--- src/rtl/audio_dac_serializer.sv ---
// Audio-out transmit path: buffers stereo pairs in a small FIFO and shifts them
// out MSB-first in I2S format against the codec-mastered BCLK/DACLRCK.
module audio_dac_serializer #(
  parameter int unsigned DATA_WIDTH = 32,
  parameter int unsigned FIFO_DEPTH = 4
) (
  input  logic                          clock,
  input  logic                          resetn,
  input  logic [DATA_WIDTH-1:0]         left_channel_audio_out,
  input  logic [DATA_WIDTH-1:0]         right_channel_audio_out,
  input  logic                          write_audio_out,
  output logic                          audio_out_allowed,
  input  logic                          AUD_BCLK,
  input  logic                          AUD_DACLRCK,
  output logic                          AUD_DACDAT,
  output logic [$clog2(FIFO_DEPTH):0]   fifo_level,
  output logic                          underflow
);

  localparam int unsigned PTR_W = $clog2(FIFO_DEPTH);
  localparam int unsigned LVL_W = PTR_W + 1;
  localparam int unsigned CNT_W = $clog2(DATA_WIDTH + 1);

  typedef struct packed {
    logic [DATA_WIDTH-1:0] left;
    logic [DATA_WIDTH-1:0] right;
  } pair_t;

  typedef enum logic [1:0] {
    ST_IDLE  = 2'd0,
    ST_LEFT  = 2'd1,
    ST_RIGHT = 2'd2
  } state_t;

  // Codec clock synchronisers with one history flop for edge detection
  logic [1:0] bclk_sync;
  logic [1:0] lrck_sync;
  logic       bclk_hist;
  logic       lrck_hist;
  logic       bclk_fall_c;
  logic       lrck_fall_c;
  logic       lrck_rise_c;

  always_ff @(posedge clock or negedge resetn) begin
    if (!resetn) begin
      bclk_sync <= '0;
      lrck_sync <= '0;
      bclk_hist <= 1'b0;
      lrck_hist <= 1'b0;
    end else begin
      bclk_sync <= {bclk_sync[0], AUD_BCLK};
      lrck_sync <= {lrck_sync[0], AUD_DACLRCK};
      bclk_hist <= bclk_sync[1];
      lrck_hist <= lrck_sync[1];
    end
  end

  assign bclk_fall_c = bclk_hist & ~bclk_sync[1];
  assign lrck_fall_c = lrck_hist & ~lrck_sync[1];
  assign lrck_rise_c = ~lrck_hist & lrck_sync[1];

  // Serializer state machine
  state_t state_q;
  state_t state_d;
  logic   pop_c;
  logic   load_right_c;
  logic   serial_en_c;

  always_ff @(posedge clock or negedge resetn) begin
    if (!resetn) state_q <= ST_IDLE;
    else         state_q <= state_d;
  end

  always_comb begin
    state_d = state_q;
    case (state_q)
      ST_IDLE:  if (lrck_fall_c) state_d = ST_LEFT;
      ST_LEFT:  if (lrck_rise_c) state_d = ST_RIGHT;
      ST_RIGHT: if (lrck_fall_c) state_d = ST_LEFT;
      default:  state_d = ST_IDLE;
    endcase
  end

  always_comb begin
    pop_c        = 1'b0;
    load_right_c = 1'b0;
    serial_en_c  = 1'b0;
    case (state_q)
      ST_IDLE:  pop_c = lrck_fall_c;
      ST_LEFT: begin
        load_right_c = lrck_rise_c;
        serial_en_c  = 1'b1;
      end
      ST_RIGHT: begin
        pop_c       = lrck_fall_c;
        serial_en_c = 1'b1;
      end
      default: ;
    endcase
  end

  // Sample-pair FIFO
  pair_t              mem [FIFO_DEPTH];
  logic [PTR_W-1:0]   wr_ptr;
  logic [PTR_W-1:0]   rd_ptr;
  logic               push_c;
  logic               do_pop_c;
  logic [LVL_W-1:0]   level_nxt_c;
  pair_t              head_c;

  assign push_c      = write_audio_out & audio_out_allowed;
  assign do_pop_c    = pop_c & (fifo_level != '0);
  assign level_nxt_c = fifo_level + LVL_W'(push_c) - LVL_W'(do_pop_c);
  assign head_c      = mem[rd_ptr];

  always_ff @(posedge clock or negedge resetn) begin
    if (!resetn) begin
      for (int i = 0; i < int'(FIFO_DEPTH); i++) mem[i] <= '0;
      wr_ptr            <= '0;
      rd_ptr            <= '0;
      fifo_level        <= '0;
      audio_out_allowed <= 1'b0;
    end else begin
      if (push_c) begin
        mem[wr_ptr] <= '{left: left_channel_audio_out, right: right_channel_audio_out};
        wr_ptr      <= wr_ptr + PTR_W'(1);
      end
      if (do_pop_c) rd_ptr <= rd_ptr + PTR_W'(1);
      fifo_level        <= level_nxt_c;
      audio_out_allowed <= (level_nxt_c != LVL_W'(FIFO_DEPTH));
    end
  end

  // Shift datapath: an LRCK edge restarts the half, truncating any unsent bits
  logic [DATA_WIDTH-1:0] shift_q;
  logic [DATA_WIDTH-1:0] hold_q;
  logic [CNT_W-1:0]      bit_cnt;

  always_ff @(posedge clock or negedge resetn) begin
    if (!resetn) begin
      shift_q    <= '0;
      hold_q     <= '0;
      bit_cnt    <= '0;
      AUD_DACDAT <= 1'b0;
      underflow  <= 1'b0;
    end else begin
      underflow <= pop_c & (fifo_level == '0);
      if (pop_c) begin
        shift_q <= do_pop_c ? head_c.left  : '0;
        hold_q  <= do_pop_c ? head_c.right : '0;
        bit_cnt <= '0;
        if (bclk_fall_c) AUD_DACDAT <= 1'b0;
      end else if (load_right_c) begin
        shift_q <= hold_q;
        bit_cnt <= '0;
        if (bclk_fall_c) AUD_DACDAT <= 1'b0;
      end else if (serial_en_c && bclk_fall_c) begin
        if (bit_cnt != CNT_W'(DATA_WIDTH)) begin
          AUD_DACDAT <= shift_q[DATA_WIDTH-1];
          shift_q    <= shift_q << 1;
          bit_cnt    <= bit_cnt + CNT_W'(1);
        end else begin
          AUD_DACDAT <= 1'b0;
        end
      end
    end
  end

endmodule
--- config.mk ---
export PLATFORM = sky130hd
export DESIGN_NAME = audio_dac_serializer
export DESIGN_NICKNAME = d
export VERILOG_FILES = /design/src/rtl/audio_dac_serializer.sv
export SDC_FILE = /design/constraint.sdc
export NUM_CORES = 1
export LEC_CHECK = 0
export ABC_AREA = 0
export CORE_ASPECT_RATIO = 1.75
export CORE_MARGIN = 4
export CORE_UTILIZATION = 50
export CTS_BUF_LIST = sky130_fd_sc_hd__clkbuf_16
export CTS_CLUSTER_SIZE = 12
export DETAILED_ROUTE_END_ITERATION = 6
export GPL_TIMING_DRIVEN = 0
export PLACE_DENSITY = 0.78
export SETUP_SLACK_MARGIN = 0.15
export SLEW_MARGIN = 20
export SYNTH_ARGS = -nofsm -noshare
export SYNTH_HDL_FRONTEND = slang
export SYNTH_SLANG_ARGS = --single-unit
--- constraint.sdc ---
create_clock -name clock -period 3.1 [get_ports clock]
set_clock_uncertainty 0.1 [all_clocks]
set_input_delay 0.93 -clock clock [delete_from_list [all_inputs] [get_ports clock]]
set_output_delay 0.93 -clock clock [all_outputs]
set_load 0.1 [all_outputs]
==> results by group, run 1 <==
Run status
  • Status: finished clean

Setup path
  • Crit path launch type: flop
  • Critical path type: reg2reg
  • Crit. End Element: flop
  • Crit-path cells: inv_1 > ha_4 > o21ai_4 > nor3_4 > buf_6 > buf_6 > ha_1 > inv_1 > ha_1 > fa_1 > xnor2_1 > nand2_1
  • Critical path's largest stage delay: a little over 400 ps
  • Top delay family on crit path: adder cells
  • Crit path required time: between 3000 and 4000 ps
  • CP Buf/Inv Count: 4
  • CP max stage cell: dfrtp_1
  • Crit path DAT: around 3100 ps
  • Crit path max fanout: 10

Power
  • Lkg Pwr: 0.00771 uW
  • Power Dens Cells: around 1100 nW/um2
  • Total power: 19100 uW
  • Worst VDD drop: 0.819 mV

Synthesis
  • Post-synthesis register bit count: about 340
  • Largest cells by area after synthesis: dfrtp_1 (57%), mux2_2 (19%), mux4_2 (9.5%)
  • Yosys warning total: 0
  • Post-synth top flop: dfrtp_1
  • Synth Instances: 934
  • Post-synth cell types: 40
  • Count leader, synth: dfrtp_1
  • Synthesized cell area: between 15000 and 20000 um2
  • Top cells by count, synth: dfrtp_1 (344), mux2_2 (259), mux4_2 (64)
  • Top cell type's share of synthesized area: between 50% and 60%
  • Seq/Total Area, Yosys: between 50 and 60%
  • EDFF count, synth: 0
  • Mean Syn Cell Area: ~16 um2
  • FFs w/ async S/R, synth: 100%
  • Syn Nets: ~1.0k
  • Area leader, netlist: dfrtp_1

Clock network
  • Clock tree from TritonCTS: yes
  • Max Root-Sink Buffers: 3
  • Root buf cell: clkbuf_16
  • Clk_lat worst skew: about 520 ps
  • Number of buffers created by CTS: 35
  • # hold bufs at CTS: 0
  • Clk sinks: approximately 340
  • H-tree Lvls: 2
  • Clock Pin Slew Worst Setup and Hold Paths: around 60 ps

Floorplanning
  • Die Width: about 140 um
  • Die ar.: 33400 um2
  • Die Span Y: between 200 and 250 um
  • Row count: 84
  • Core Region: around 30000 um2
  • Initial core utilization: 50.6%
  • # IOs: between 70 and 80

Place
  • Final Wtd Congestion: between 0.8 and 0.9
  • Placed insts: between 1k and 1.5k
  • Buffers added on ports: 73
  • DP Worst Slack: -190 ps
  • Dpl hpwl: ~23 mm

Run
  • Max Cap Viol: 0

Timing
  • F_max: 355 MHz
  • Min Tclk post-route: between 2000 and 3000 ps
  • RSZ-0062 raised after global routing: false
  • Tightest Pin Transition: 963 ps
  • Slew Limit Fails: 0
  • Final setup margin: roughly 280 ps
  • Final Hold Fails: 0
  • Final setup fails: 0
  • Rel. slew slack: 36.1%
  • Part of the cycle the worst path needs: just over 90%

Drt
  • Via count: between 8k and 9k
  • Router iterations before antenna repair: 4
  • WL per Instance: about 23 um
  • First-iteration detailed-routing DRC count: ~480
  • Routed Antenna Nets: 0
  • DR DRC count: 0
  • Vias per inst: 5.80
  • Final WL: between 30 and 40 mm

Finish
  • Final core occ: 58.2%
  • Layout area overhead: 15.1%
  • Share of layout cells above drive strength 1: roughly 43%
  • Antenna Diode Count: 0
  • Layout net count: roughly 1.1k
  • Post-Layout Cell Count: approximately 1.4k

GRT
  • Vias in the first global route: 9402
  • Total grt overflow: 0
  • Global-route wire length before repair: approximately 53 mm
  • Largest net degree at the start of global routing: 100
  • Antenna violations before repair: 0
  • GRT Total Usage: 20.0%

Worst hold path
  • HP Class: reg2reg
## layer usage
metal  share of wire (%)  global-route usage [%]  up-vias
met2                  56                    37.4      121
met3                 2.5                    2.52       60
met1                  38                    23.4     4485
li1                    -                       -     3713
met4                 3.4                    7.11        0
met5                   0                       0        -
## registers in the layout, indices dropped and copies added (netlist names)
register           count
mem                  256
hold_q                32
shift_q               32
bit_cnt                6
fifo_level             3
bclk_sync              2
lrck_sync              2
rd_ptr                 2
state_q                2
wr_ptr                 2
AUD_DACDAT             1
audio_out_allowed      1
bclk_hist              1
lrck_hist              1
underflow              1
## power breakdown
part	total, uW	switching, uW	internal, uW
combinational	7650	3330	4320
clock	3660	1650	2010
sequential	7780	1110	6670
## cell families (layout without fill, tap and decap cells)
group,after synthesis,after routing,synth area share (%)
flip-flops,344,344,56.6
XOR/XNOR,10,10,0.576
multiplexers,384,384,33.6
adder cells (fa/ha/maj),12,12,1.04
buffers and inverters,72,196,2.59
AND/OR/NAND/NOR,37,37,1.32
AO/OA/AOI/OAI,75,75,4.27
## final timing paths
check	from	endpoint	slack [ps]	cells past startpoint
worst max-delay path	state_q[1]	audio_out_allowed	280	12
worst min-delay path	bclk_sync[0]	bclk_sync[1]	260	0
worst max register to register	state_q[1]	audio_out_allowed	280	12
worst min register to register	bclk_sync[0]	bclk_sync[1]	260	0
max in group asynchronous	resetn	mem[207]	1200	3
min in group asynchronous	resetn	mem[183]	290	1
## area by class of cell
class                      count  area (um2)
multi-input combinational    518        6260
tap                          387         484
inverter                       9        33.8
buffer                        63         370
fill                        2379       12600
sequential                   344        8610
clock buffer                  35         876
clock inverter                12        53.8
timing repair buffer          77         818
## through the flow
step	hold WS, ps	TNS [ps]	cell area, um2
after global placement	237	-4601180	16400
after global routing	266	0	17500
after detailed placement	235	-252	16500
after CTS	261	0	17400
final	257	0	17500
after floorplan	231	0	15200
## what timing repair did
action	4_1_cts	5_1_grt
gates resized for setup	8	12
setup endpoints to repair	9	3
cloned	0	0
setup buffers	0	1
pin swaps	0	2
## cell usage in the layout (no fill, tap or decap), drive strengths merged, types with 19 or more instances in the layout
cell           netlist  layout
clkdlybuf4s50        0      66
buf                 49      54
mux2               288     288
o2bb2ai             31      31
mux4                64      64
clkbuf              14      49
dfrtp              344     344
a22o                33      33
inv                  9      19
mux2i               32      32
(Power assumes the default switching activity.)
==> inputs of run 2 (changes only) <==
Settings changed: CELL_PAD_IN_SITES_DETAIL_PLACEMENT from default to 1, CELL_PAD_IN_SITES_GLOBAL_PLACEMENT from default to 2, CORE_UTILIZATION 50 to 45, PLACE_DENSITY 0.78 to 0.89.
==> run 2 against run 1 <==
  * Power grew 1.4%
  * Highest routed layer unchanged
  * Die area is 11% higher
  * Largest power group unchanged
  * First-iteration DRC count fell by 34%
==> results by group, run 2 (synthesis results as in run 1) <==
Finish
  • Antenna Diode Count: 0 (unchanged)
  • Register area: 8610 um2 (unchanged)
  • Most frequent cells in the layout: dfrtp_1 (342), mux2_2 (259), clkdlybuf4s50_1 (66), mux4_2 (64), buf_2 (41) (unchanged)
  • Commonest non-fill, non-tap cell in the layout: dfrtp_1 (unchanged)
  • Final-layout fill cell count: 3084 (was 2379)
  • Largest registers: mem x256, hold_q x32, shift_q x32 (unchanged)
  • Layout net count: 1131 (was 1129)
  • Layout area overhead: 16.0% (was 15.1%)
  • Final core occ: 53.2% (was 58.2%)
  • Area of the multi-input gates: 6250 um2 (was 6260 um2)
  • Largest register FFs: 256 (unchanged)
  • Top reg by flops: mem (unchanged)
  • Share of layout cells above drive strength 1: 43.5% (was 43.2%)

Setup path
  • Critical path's largest stage delay: 870 ps (was 410 ps)
  • Crit path DAT: 1790 ps (was 3120 ps)
  • R2r startpoint: state_q[1] (unchanged)
  • FF-to-FF setup slack: 300 ps (was 280 ps)
  • Top delay family on crit path: buffers and inverters (was adder cells)
  • Crit path required time: 2070 ps (was 3400 ps)
  • CP Capture Point: fifo_level[1] (was audio_out_allowed)
  • Worst reg2reg endpoint: audio_out_allowed (unchanged)
  • CP Buf/Inv Count: 1 (was 4)
  • Crit. End Element: output port (was flop)
  • Crit-path cells: dlygate4sd2_1 (was inv_1 > ha_4 > o21ai_4 > nor3_4 > buf_6 > buf_6 > ha_1 > inv_1 > ha_1 > fa_1 > xnor2_1 > nand2_1)
  • Crit path max fanout: 4 (was 10)
  • Cell count along the critical path: 1 (was 12)
  • CP max stage cell: dlygate4sd2_1 (was dfrtp_1)
  • Critical path type: reg2out (was reg2reg)
  • Setup crit start: fifo_level[1] (was state_q[1])
  • Crit path launch type: flop (unchanged)
  • Path depth of the worst reg2reg path: 12 (unchanged)

Clock network
  • Max Root-Sink Buffers: 3 (unchanged)
  • Clock Pin Slew Worst Setup and Hold Paths: 60 ps (about the same)
  • Clock tree from TritonCTS: yes (unchanged)
  • Number of buffers created by CTS: 35 (unchanged)
  • Clk_lat worst skew: 520 ps (about the same)
  • Clk sinks: 344 (unchanged)
  • # hold bufs at CTS: 0 (unchanged)
  • Root buf cell: clkbuf_16 (unchanged)
  • H-tree Lvls: 2 (unchanged)

Power
  • Clock power frac: 19.5% (was 19.2%)
  • Worst VDD drop: 0.551 mV (was 0.819 mV)
  • Comb power frac: 40.0% (about the same)
  • Register share of total power: 40.5% (was 40.8%)
  • Sw frac: 32.3% (was 31.9%)
  • P_int: 13100 uW (was 13000 uW)
  • Switching power: 6250 uW (was 6080 uW)
  • Power Dens Cells: 1100 nW/um2 (was 1090 nW/um2)
  • Lkg Pwr: 0.00773 uW (was 0.00771 uW)
  • Total power: 19400 uW (was 19100 uW)

GRT
  • GRT Total Usage: 19.9% (was 20.0%)
  • Vias in the first global route: 9862 (was 9402)
  • Total grt overflow: 0 (unchanged)
  • Global-route wire length before repair: 57.5 mm (was 52.5 mm)
  • Largest net degree at the start of global routing: 98 (was 100)
  • Antenna violations before repair: 0 (unchanged)

Timing
  • F_max: 355 MHz (about the same)
  • Min Tclk post-route: 2820 ps (about the same)
  • Final Hold Fails: 0 (unchanged)
  • Final setup margin: 280 ps (about the same)
  • RSZ-0062 raised after global routing: false (unchanged)
  • Setup_tns: 0 ps (unchanged)
  • Part of the cycle the worst path needs: 91.0% (about the same)
  • Final setup fails: 0 (unchanged)
  • Rel. slew slack: 35.3% (was 36.1%)
  • Slew Limit Fails: 0 (unchanged)
  • Hold_ws: 248 ps (was 257 ps)
  • Tightest Pin Transition: 974 ps (was 963 ps)

Floorplanning
  • Die ar.: 36900 um2 (was 33400 um2)
  • Die Span Y: 251 um (was 239 um)
  • Row count: 88 (was 84)
  • # IOs: 75 (unchanged)
  • Die Width: 147 um (was 140 um)
  • Core Region: 33100 um2 (was 30100 um2)
  • Initial core utilization: 45.9% (was 50.6%)

Run
  • Max Cap Viol: 0 (unchanged)

Worst hold path
  • HP Class: reg2reg (unchanged)

Run status
  • Status: finished clean (unchanged)

Drt
  • Final WL: 35.8 mm (was 32.6 mm)
  • Router iterations before antenna repair: 4 (unchanged)
  • Via count: 8450 (was 8379)
  • Routed Antenna Nets: 0 (unchanged)
  • First-iteration detailed-routing DRC count: 318 (was 481)
  • WL per Instance: 23.7 um (was 22.6 um)
  • Vias per inst: 5.60 (was 5.80)
  • DR DRC count: 0 (unchanged)

Place
  • Final Wtd Congestion: 0.750 (was 0.806)
  • Dpl hpwl: 24.9 mm (was 22.5 mm)
  • Buffers added on ports: 73 (unchanged)
  • DP Worst Slack: -325 ps (was -190 ps)
-- run 2: changes by cell type in the layout (fill, tap and decap cells not counted) --
cell / change
ha_4: -1
clkinv_1: +2
clkinvlp_4: -1
clkbuf_16: +2
clkinv_2: +2
buf_16: +1
inv_1: -5
inv_6: -1
ha_2: +1
buf_4: +1
-- run 2: power groups by stage --
stage / clock network, uW / registers [uW] / logic (uW)
floorplan: 0 / 7630 / 5690
detailed placement: 0 / 7890 / 7820
global route: 4060 / 8090 / 8330
finish: 3780 / 7840 / 7750
global placement: 0 / 7730 / 7500
CTS: 3870 / 7840 / 7880
-- run 2: layer usage --
layer	wire, um	part of all wire, %	up-vias	GRT usage, %
met5	0	0	-	0
met4	1170	3.3	0	6.58
met3	745	2.1	59	2.33
met2	20700	58	109	38.6
met1	13200	37	4574	22.5
li1	-	-	3708	-
-- run 2: worst reg2reg max path, stage by stage, from the launching register on --
cell     delay, ps
dfrtp_1        400
inv_1          150
ha_4           190
o21ai_4        110
nor3_4         290
buf_6          150
buf_6          160
ha_1           240
inv_1           70
ha_1           160
fa_1           440
nor2_1         140
nand2_1         60
-- run 2: cell type report --
| type | count | area share, % |
|---|---|---|
| multi-input cells | 518 | 35.4 |
| repair buffers | 79 | 4.84 |
| clock inverters | 9 | 0.206 |
| clock buffers | 37 | 5.25 |
| plain buffers | 63 | 2.10 |
| inverters | 9 | 0.191 |
| flip-flops and latches | 344 | 48.8 |
| well taps | 450 | 3.19 |
-- run 2: how the worst min path moves through the flow --
stage,start,endpoint,cells past startpoint,slack [ps]
floorplan,bclk_sync[0],bclk_sync[1],0,230
global placement,lrck_sync[0],lrck_sync[1],0,230
detailed placement,bclk_sync[0],bclk_sync[1],0,240
CTS,bclk_sync[0],bclk_sync[1],0,250
global route,bclk_sync[0],bclk_sync[1],0,260
finish,bclk_sync[0],bclk_sync[1],0,250
-- run 2: per-stage QoR --
stage	instances	instance area, um2
final	1509	17600
after global routing	1509	17600
after CTS	1507	17600
after detailed placement	1461	16600
after global placement	1457	16500
after floorplan	934	15200
-- run 2: what timing repair did --
| item | in CTS | in global routing |
|---|---|---|
| buffers inserted | 0 | 2 |
| endpoints found under the hold margin | 0 | 0 |
| endpoints found under the setup margin | 9 | 3 |
| gates resized for setup | 10 | 8 |
| pin swaps | 0 | 1 |
